$ cat config.mk
export PLATFORM = sky130hd
export DESIGN_NAME = di_reg_terminal_flat
export DESIGN_NICKNAME = d
export VERILOG_FILES = /design/src/rtl/di_reg_terminal_if.sv /design/src/rtl/di_reg_terminal.sv /design/src/flat_wrapper.sv
export SDC_FILE = /design/constraint.sdc
export NUM_CORES = 1
export LEC_CHECK = 0
export ABC_AREA = 1
export BUFFER_PORTS_ARGS = -buffer_cell sky130_fd_sc_hd__buf_2
export CORE_ASPECT_RATIO = 1.5
export CORE_MARGIN = 2
export CORE_UTILIZATION = 56
export DETAILED_ROUTE_END_ITERATION = 10
export PLACE_DENSITY = 0.9
export RECOVER_POWER = 25
export SYNTH_ARGS = -nofsm -noshare
export SYNTH_HDL_FRONTEND = slang
export SYNTH_SLANG_ARGS = --single-unit
$ cat constraint.sdc
create_clock -name clk -period 3 [get_ports clk]
set_input_delay 0.6 -clock clk [delete_from_list [all_inputs] [get_ports clk]]
set_output_delay 0.6 -clock clk [all_outputs]
set_load 0.01 [all_outputs]
$ cat src/rtl/di_reg_terminal_if.sv
// Register-terminal bus: transfer addressing, write/read strobes,
// handshake readies, read data and transfer status.
interface di_reg_terminal_if;
  logic [15:0] di_term_addr;
  logic [31:0] di_reg_addr;
  logic        di_write;
  logic [31:0] di_reg_datai;
  logic        di_write_rdy;
  logic        di_read_req;
  logic        di_read;
  logic        di_read_rdy;
  logic [31:0] di_reg_datao;
  logic [15:0] di_transfer_status;

  modport master (
    output di_term_addr, di_reg_addr, di_write, di_reg_datai, di_read_req, di_read,
    input  di_write_rdy, di_read_rdy, di_reg_datao, di_transfer_status
  );

  modport slave (
    input  di_term_addr, di_reg_addr, di_write, di_reg_datai, di_read_req, di_read,
    output di_write_rdy, di_read_rdy, di_reg_datao, di_transfer_status
  );
endinterface

$ cat src/rtl/di_reg_terminal.sv
// Addressable register terminal: register 0 is a read-only ID, registers
// 1..NUM_REGS-1 are read/write. Reads complete after a fixed latency, writes
// hold the terminal busy for a fixed number of cycles, and a read request
// colliding with a write is deferred until the terminal is idle again.
module di_reg_terminal #(
  parameter logic [15:0] TERM_ADDR     = 16'h0010,
  parameter int          NUM_REGS      = 8,
  parameter int          REG_WIDTH     = 16,
  parameter int          READ_LATENCY  = 2,
  parameter int          WRITE_LATENCY = 1,
  parameter logic [15:0] ID_VALUE      = 16'hA55A
) (
  input  logic                          clk,
  input  logic                          reset_n,
  di_reg_terminal_if.slave              bus,
  output logic [NUM_REGS*REG_WIDTH-1:0] regs_flat,
  output logic                          reg_wr_stb,
  output logic [7:0]                    reg_wr_addr
);
  localparam int          IDX_W   = $clog2(NUM_REGS);
  localparam logic [31:0] NREGS32 = 32'(NUM_REGS);
  localparam logic [31:0] ID32    = {16'h0000, ID_VALUE};
  // Counters load latency-1 (write) / latency-2 (read) because the cycle
  // spent entering the state already counts toward the latency.
  localparam logic [3:0]  WR_LOAD = (WRITE_LATENCY > 0) ? 4'(WRITE_LATENCY - 1) : 4'd0;
  localparam logic [3:0]  RD_LOAD = (READ_LATENCY > 1) ? 4'(READ_LATENCY - 2) : 4'd0;

  typedef enum logic [1:0] {IDLE, RD_WAIT, RD_VALID, WR_BUSY} state_t;

  state_t               state, state_nx;
  logic [3:0]           cnt, cnt_nx;
  logic                 pend, pend_nx;
  logic [31:0]          pend_addr, pend_addr_nx;
  logic [31:0]          rd_addr, rd_addr_nx;
  logic [REG_WIDTH-1:0] regs [NUM_REGS];
  logic [31:0]          datao;
  logic [15:0]          status;

  logic                 sel, wr_rdy, wr_acc, wr_ovr, wr_in_range, wr_en;
  logic                 pend_go, rd_new, rd_start, rd_done;
  logic [31:0]          rd_start_addr, sample_addr, sample_val;
  logic [REG_WIDTH-1:0] wr_data;
  logic                 unused_bits;

  assign sel           = (bus.di_term_addr == TERM_ADDR);
  assign wr_rdy        = (state == IDLE) || (state == RD_VALID);
  assign wr_acc        = sel && bus.di_write && wr_rdy;
  assign wr_ovr        = sel && bus.di_write && !wr_rdy;
  // Full 32-bit compare so high address bits never alias onto a register.
  assign wr_in_range   = (bus.di_reg_addr < NREGS32);
  assign wr_en         = wr_acc && wr_in_range && (bus.di_reg_addr != 32'd0);
  assign wr_data       = bus.di_reg_datai[REG_WIDTH-1:0];
  // A deferred read wins over a fresh request once the terminal is idle.
  assign pend_go       = (state == IDLE) && pend && !wr_acc;
  assign rd_new        = sel && bus.di_read_req && wr_rdy && !wr_acc && !pend_go;
  assign rd_start      = rd_new || pend_go;
  assign rd_start_addr = pend_go ? pend_addr : bus.di_reg_addr;
  assign rd_done       = (rd_start && (READ_LATENCY == 1)) || ((state == RD_WAIT) && (cnt == 4'd0));
  assign sample_addr   = (state == RD_WAIT) ? rd_addr : rd_start_addr;
  assign unused_bits   = ^bus.di_reg_datai;

  assign bus.di_write_rdy       = wr_rdy;
  assign bus.di_read_rdy        = (state == RD_VALID);
  assign bus.di_reg_datao       = datao;
  assign bus.di_transfer_status = status;

  // Read data selection, forwarding a same-cycle write to the sampled register
  always_comb begin
    sample_val = 32'd0;
    if (sample_addr == 32'd0) begin
      sample_val = ID32;
    end else if (sample_addr < NREGS32) begin
      if (wr_en && (sample_addr == bus.di_reg_addr)) sample_val = 32'(wr_data);
      else                                           sample_val = 32'(regs[sample_addr[IDX_W-1:0]]);
    end
  end

  // Flatten the register file; slot 0 shows the fixed ID
  always_comb begin
    regs_flat = '0;
    regs_flat[REG_WIDTH-1:0] = ID32[REG_WIDTH-1:0];
    for (int k = 1; k < NUM_REGS; k++) regs_flat[k*REG_WIDTH +: REG_WIDTH] = regs[k];
  end

  // Next-state logic: write beats read, latency counters stop at zero
  always_comb begin
    state_nx     = state;
    cnt_nx       = cnt;
    pend_nx      = pend;
    pend_addr_nx = pend_addr;
    rd_addr_nx   = rd_addr;
    case (state)
      IDLE, RD_VALID: begin
        if (wr_acc) begin
          if (WRITE_LATENCY == 0) begin
            state_nx = IDLE;
          end else begin
            state_nx = WR_BUSY;
            cnt_nx   = WR_LOAD;
          end
          if (bus.di_read_req) begin
            pend_nx      = 1'b1;
            pend_addr_nx = bus.di_reg_addr;
          end
        end else if (rd_start) begin
          rd_addr_nx = rd_start_addr;
          pend_nx    = 1'b0;
          if (READ_LATENCY == 1) begin
            state_nx = RD_VALID;
          end else begin
            state_nx = RD_WAIT;
            cnt_nx   = RD_LOAD;
          end
        end else if ((state == RD_VALID) && sel && bus.di_read) begin
          state_nx = IDLE;
        end
      end
      RD_WAIT: begin
        if (cnt == 4'd0) state_nx = RD_VALID;
        else             cnt_nx   = cnt - 4'd1;
      end
      WR_BUSY: begin
        if (cnt == 4'd0) state_nx = IDLE;
        else             cnt_nx   = cnt - 4'd1;
      end
      default: state_nx = IDLE;
    endcase
  end

  // Control state register
  always_ff @(posedge clk or negedge reset_n) begin
    if (!reset_n) begin
      state     <= IDLE;
      cnt       <= 4'd0;
      pend      <= 1'b0;
      pend_addr <= 32'd0;
      rd_addr   <= 32'd0;
    end else begin
      state     <= state_nx;
      cnt       <= cnt_nx;
      pend      <= pend_nx;
      pend_addr <= pend_addr_nx;
      rd_addr   <= rd_addr_nx;
    end
  end

  // Register file update
  always_ff @(posedge clk or negedge reset_n) begin
    if (!reset_n) begin
      for (int k = 0; k < NUM_REGS; k++) regs[k] <= '0;
    end else if (wr_en) begin
      regs[bus.di_reg_addr[IDX_W-1:0]] <= wr_data;
    end
  end

  // Registered outputs: write strobe, read data, transfer status
  always_ff @(posedge clk or negedge reset_n) begin
    if (!reset_n) begin
      reg_wr_stb  <= 1'b0;
      reg_wr_addr <= 8'd0;
      datao       <= 32'd0;
      status      <= 16'd0;
    end else begin
      reg_wr_stb <= wr_en;
      if (wr_en)   reg_wr_addr <= bus.di_reg_addr[7:0];
      if (rd_done) datao       <= sample_val;
      if (wr_acc)
        status <= !wr_in_range ? 16'h0001 : (bus.di_reg_addr == 32'd0) ? 16'h0002 : 16'h0000;
      else if (wr_ovr)
        status <= 16'h0004;
      else if (rd_start)
        status <= (rd_start_addr < NREGS32) ? 16'h0000 : 16'h0001;
    end
  end
endmodule

$ cat src/flat_wrapper.sv
// flat-port wrapper written by rule: the top's interface ports become plain ports
module di_reg_terminal_flat 
#(
  parameter logic [15:0] TERM_ADDR     = 16'h0010,
  parameter int          NUM_REGS      = 8,
  parameter int          REG_WIDTH     = 16,
  parameter int          READ_LATENCY  = 2,
  parameter int          WRITE_LATENCY = 1,
  parameter logic [15:0] ID_VALUE      = 16'hA55A
)
  (clk, reset_n, regs_flat, reg_wr_stb, reg_wr_addr, bus_di_term_addr, bus_di_reg_addr, bus_di_write, bus_di_reg_datai, bus_di_read_req, bus_di_read, bus_di_write_rdy, bus_di_read_rdy, bus_di_reg_datao, bus_di_transfer_status);
  di_reg_terminal_if bus_i ();
  input  logic clk;
  input  logic reset_n;
  output logic [NUM_REGS*REG_WIDTH-1:0] regs_flat;
  output logic reg_wr_stb;
  output logic [7:0] reg_wr_addr;
  input wire logic [$bits(bus_i.di_term_addr)-1:0] bus_di_term_addr;
  input wire logic [$bits(bus_i.di_reg_addr)-1:0] bus_di_reg_addr;
  input wire logic [$bits(bus_i.di_write)-1:0] bus_di_write;
  input wire logic [$bits(bus_i.di_reg_datai)-1:0] bus_di_reg_datai;
  input wire logic [$bits(bus_i.di_read_req)-1:0] bus_di_read_req;
  input wire logic [$bits(bus_i.di_read)-1:0] bus_di_read;
  output wire logic [$bits(bus_i.di_write_rdy)-1:0] bus_di_write_rdy;
  output wire logic [$bits(bus_i.di_read_rdy)-1:0] bus_di_read_rdy;
  output wire logic [$bits(bus_i.di_reg_datao)-1:0] bus_di_reg_datao;
  output wire logic [$bits(bus_i.di_transfer_status)-1:0] bus_di_transfer_status;
  assign bus_i.di_term_addr = bus_di_term_addr;
  assign bus_i.di_reg_addr = bus_di_reg_addr;
  assign bus_i.di_write = bus_di_write;
  assign bus_i.di_reg_datai = bus_di_reg_datai;
  assign bus_i.di_read_req = bus_di_read_req;
  assign bus_i.di_read = bus_di_read;
  assign bus_di_write_rdy = bus_i.di_write_rdy;
  assign bus_di_read_rdy = bus_i.di_read_rdy;
  assign bus_di_reg_datao = bus_i.di_reg_datao;
  assign bus_di_transfer_status = bus_i.di_transfer_status;
  di_reg_terminal #(.TERM_ADDR(TERM_ADDR), .NUM_REGS(NUM_REGS), .REG_WIDTH(REG_WIDTH), .READ_LATENCY(READ_LATENCY), .WRITE_LATENCY(WRITE_LATENCY), .ID_VALUE(ID_VALUE)) u_core (.clk(clk), .reset_n(reset_n), .bus(bus_i), .regs_flat(regs_flat), .reg_wr_stb(reg_wr_stb), .reg_wr_addr(reg_wr_addr));
endmodule
==> results by group <==
Layout
  • Area delta synth->final: 8.42%
  • Layout cells sized above 1: 19.3%
  • Finished layout cell area: 13300 sq um
  • Final nets: 1724
  • Fill count: 1769

Routing
  • DRT Pass-1 Iters: 5
  • ANT nets after route: 0
  • Routed wire length: 33.6 mm
  • Via count: 10.7k
  • Wirelength per Cell: 17.4 um
  • DRC viols: 0
  • Via density: 5.55
  • 1st-iter DRT viols: 905

Critical path
  • Kind of critical path: flip-flop to flip-flop
  • Startpoint types: flip-flop
  • Setup crit end kind: flip-flop
  • Req. time, crit path: 3.41 ns
  • Crit Path Max Fanout: between 50 and 60
  • Critical Path AT: ~3.1 ns
  • R2R depth: 11

Pwr
  • Combinational share of power: 11.4%
  • Part of the power in registers: 48.5%
  • Power per cell area: around 520 nW/um^2
  • Sw Ratio: 27.3%
  • Clk pwr share: 40.0%
  • P_leak: 7.41 nW
  • Max VDD drop: 391 uV
  • Switching power: 1.89 mW
  • P_int: 5.02 mW

Clock tree
  • Clock slew at reported path FFs: 0.07 ns
  • Post-CTS Setup Inserts: 0
  • Longest Clk Path Bufs: 3
  • H-tree levels: 1
  • Clk Latency, worst-skew pair: approximately 0.52 ns
  • CTS sink count: 227
  • CTS root buf: clkbuf_16
  • CTS tree: built
  • CTS buffer count: 23

Floorplanning
  • Die span in x: 125 um
  • Initial Util: 56.8%
  • DIE HEIGHT: 185 um
  • Die footprint: 23200 sq um
  • Core outline area: 21600 sq um
  • Core Rows: 66
  • I/O pin count: 272

Outcome
  • Status: finished, violations left
  • Failing checks: capacitance limit, slew limit

Logic synthesis
  • Area of the mapped netlist: between 10000 and 15000 sq um
  • Ys flop type: dfrtp_1
  • Syn avg cell area: 7.85 sq um
  • Unique cell type count in the Yosys netlist: 39
  • Async SR Flop Fraction: 100%
  • Synth Warn #: 0
  • Seq/Total Area, Yosys: 46.2%
  • Post-synth EDFFs: 0
  • FF+latch count, synth: 227
  • Gate Count Post-Synth: 1566

STA
  • Final Hold Fails: 0
  • WHS: 0.322 ns
  • Setup Skew: 0.0124 ns
  • Fin crit period: 2.66 ns
  • Setup TNS: 0 ns
  • Final Setup Violations: 0
  • F_max: 376 MHz
  • Tcrit/Tclk final: 88.6%
  • Worst slew pin tran: ~1.5 ns
  • Rel. slew slack: -1.89%
  • Slew Viols, Final: slightly below 70
  • RSZ-0062 raised after global routing: no

Place
  • Port Buffers: 210
  • Area post-placement: around 13000 sq um
  • Gpl congestion: 0.905
  • Final HPWL DP: 23.6 mm

Global routing
  • First-pass GRT wire length: 53.1 mm
  • Vias in the first global route: approximately 10k
  • Initial antenna violation count: 3
  • Largest net degree at the start of global routing: 80
  • Gr usage total: 28.4%
  • Grt ovf: 0

Hold path
  • WHS Path Cells: 3
  • HP Class: primary input to flip-flop

Run
  • MaxCap Viol Count: 1
-- synthesized netlist by cell type, types with 2 or more instances --
master | number | share of area (%)
nor3_1 | 4 | 0.16
nand2_4 | 2 | 0.18
buf_1 | 3 | 0.092
nor2_4 | 3 | 0.27
nor2_2 | 4 | 0.20
or2_1 | 7 | 0.36
nand4_1 | 44 | 2.2
buf_4 | 159 | 9.7
clkbuf_1 | 50 | 1.5
or2_2 | 13 | 0.66
inv_2 | 3 | 0.092
inv_1 | 87 | 2.7
dfrtp_1 | 227 | 46
a31oi_1 | 3 | 0.15
and2_1 | 21 | 1.1
o21ai_1 | 2 | 0.081
buf_2 | 29 | 1.2
or2_0 | 2 | 0.10
o21ai_2 | 2 | 0.14
mux2i_1 | 25 | 2.0
o21ai_0 | 163 | 6.6
nand2_1 | 488 | 15
ha_1 | 2 | 0.20
and2_0 | 2 | 0.10
buf_6 | 3 | 0.27
nand2_2 | 4 | 0.20
conb_1 | 2 | 0.061
nor2_1 | 69 | 2.1
nor4_1 | 8 | 0.41
a21oi_1 | 23 | 0.94
nand3_1 | 103 | 4.2
nand3_4 | 2 | 0.29
-- stage by stage --
step	power (mW)	util (%)	cells	worst slack (ns)
floorplan	3.87	-	1609	0.746
global route	7.18	61.5	1924	0.137
finish	6.91	61.6	1927	0.343
global placement	4.16	58.3	1883	0.174
detailed placement	4.19	58.3	1883	0.139
CTS	6.95	61.7	1924	0.385
-- state kept, by name (all words and copies together), names as in the netlist --
| name | count |
|---|---|
| u_core.rd_addr | 32 |
| u_core.pend_addr | 32 |
| u_core.bus.di_reg_datao | 16 |
| u_core.reg_wr_stb | 1 |
| u_core.bus.di_transfer_status | 3 |
| u_core.cnt | 4 |
| u_core.pend | 1 |
| u_core.regs_flat | 112 |
| u_core.state | 2 |
| u_core.reg_wr_addr | 8 |
| u_core.regs | 16 |
-- power by group through the flow --
stage / logic [mW] / clock network, mW / registers [mW]
global route: 0.883 / 2.93 / 3.37
floorplan: 0.469 / 0 / 3.40
detailed placement: 0.782 / 0 / 3.41
CTS: 0.790 / 2.81 / 3.35
finish: 0.788 / 2.77 / 3.35
global placement: 0.762 / 0 / 3.39
-- final cells by class --
cell class / instances / area, sq um / area share [%]
Multi-Input combinational cell: 1046 / 4850 / 36.4
Sequential cell: 227 / 5680 / 42.6
Timing Repair Buffer: 247 / 1380 / 10.3
Inverter: 92 / 348 / 2.61
Clock inverter: 9 / 70.1 / 0.526
Clock buffer: 31 / 646 / 4.85
Tap cell: 272 / 340 / 2.55
Antenna cell: 3 / 7.51 / 0.0564
-- worst max-delay path, cell delays in order (launching register included) --
cell,delay [ns]
dfrtp_1,0.47
inv_2,0.26
nor2_8,0.05
inv_4,0.37
nand3_1,0.17
o21ai_2,0.17
buf_4,0.33
nand3_1,0.11
a21oi_1,0.28
o21ai_0,0.15
nand2_1,0.11
nand2_1,0.05
-- layer usage --
metal	global-route usage, %	share of wire, %	routed length (um)
met4	14.6	5.7	1920
met5	0	0	0
met2	52.4	52	17500
met3	3.90	7.8	2610
met1	32.2	34	11500
-- repair_timing --
action | in CTS | in global routing
gates resized for setup | 0 | 0
hold endpoints to repair | 42 | 0
hold buffers | 1 | 0
-- cell families (layout without fill, tap and decap cells) --
family,count (synthesis),in the layout,share of synthesized area [%]
and+or+nand+nor,777,777,27.6
buffers and inverters,336,379,15.6
DFF,227,227,46.2
AOI/OAI and AO/OA,195,195,8.07
muxes,25,25,2.04
adders and majority gates,2,2,0.204
other,2,48,0.0611
xor gates and xnor gates,2,2,0.143
-- cell usage in the layout (no fill, tap or decap), drive strengths merged, types with 3 or more instances in the layout --
master,Yosys,routed
nand2,494,494
buf,194,245
dfrtp,227,227
o21ai,167,167
nand3,105,105
inv,91,93
nor2,77,77
conb,2,45
nand4,44,44
clkbuf,50,32
mux2i,25,25
a21oi,23,23
and2,23,23
or2,22,22
nor4,8,8
clkinvlp,0,6
nor3,4,4
diode,0,3
a31oi,3,3
-- worst paths after layout --
kind | to | from | slack (ns)
min in group asynchronous | u_core.regs[117] | reset_n | 0.56
max reg2reg | u_core.bus.di_reg_datao[5] | u_core.state[0] | 0.34
max | u_core.bus.di_reg_datao[5] | u_core.state[0] | 0.34
min reg2reg | u_core.regs[113] | u_core.regs[113] | 0.38
min | u_core.pend_addr[14] | bus_di_reg_addr[14] | 0.32
max in group asynchronous | u_core.pend_addr[22] | reset_n | 0.62
Note: power is estimated with default switching activity, not from simulation.
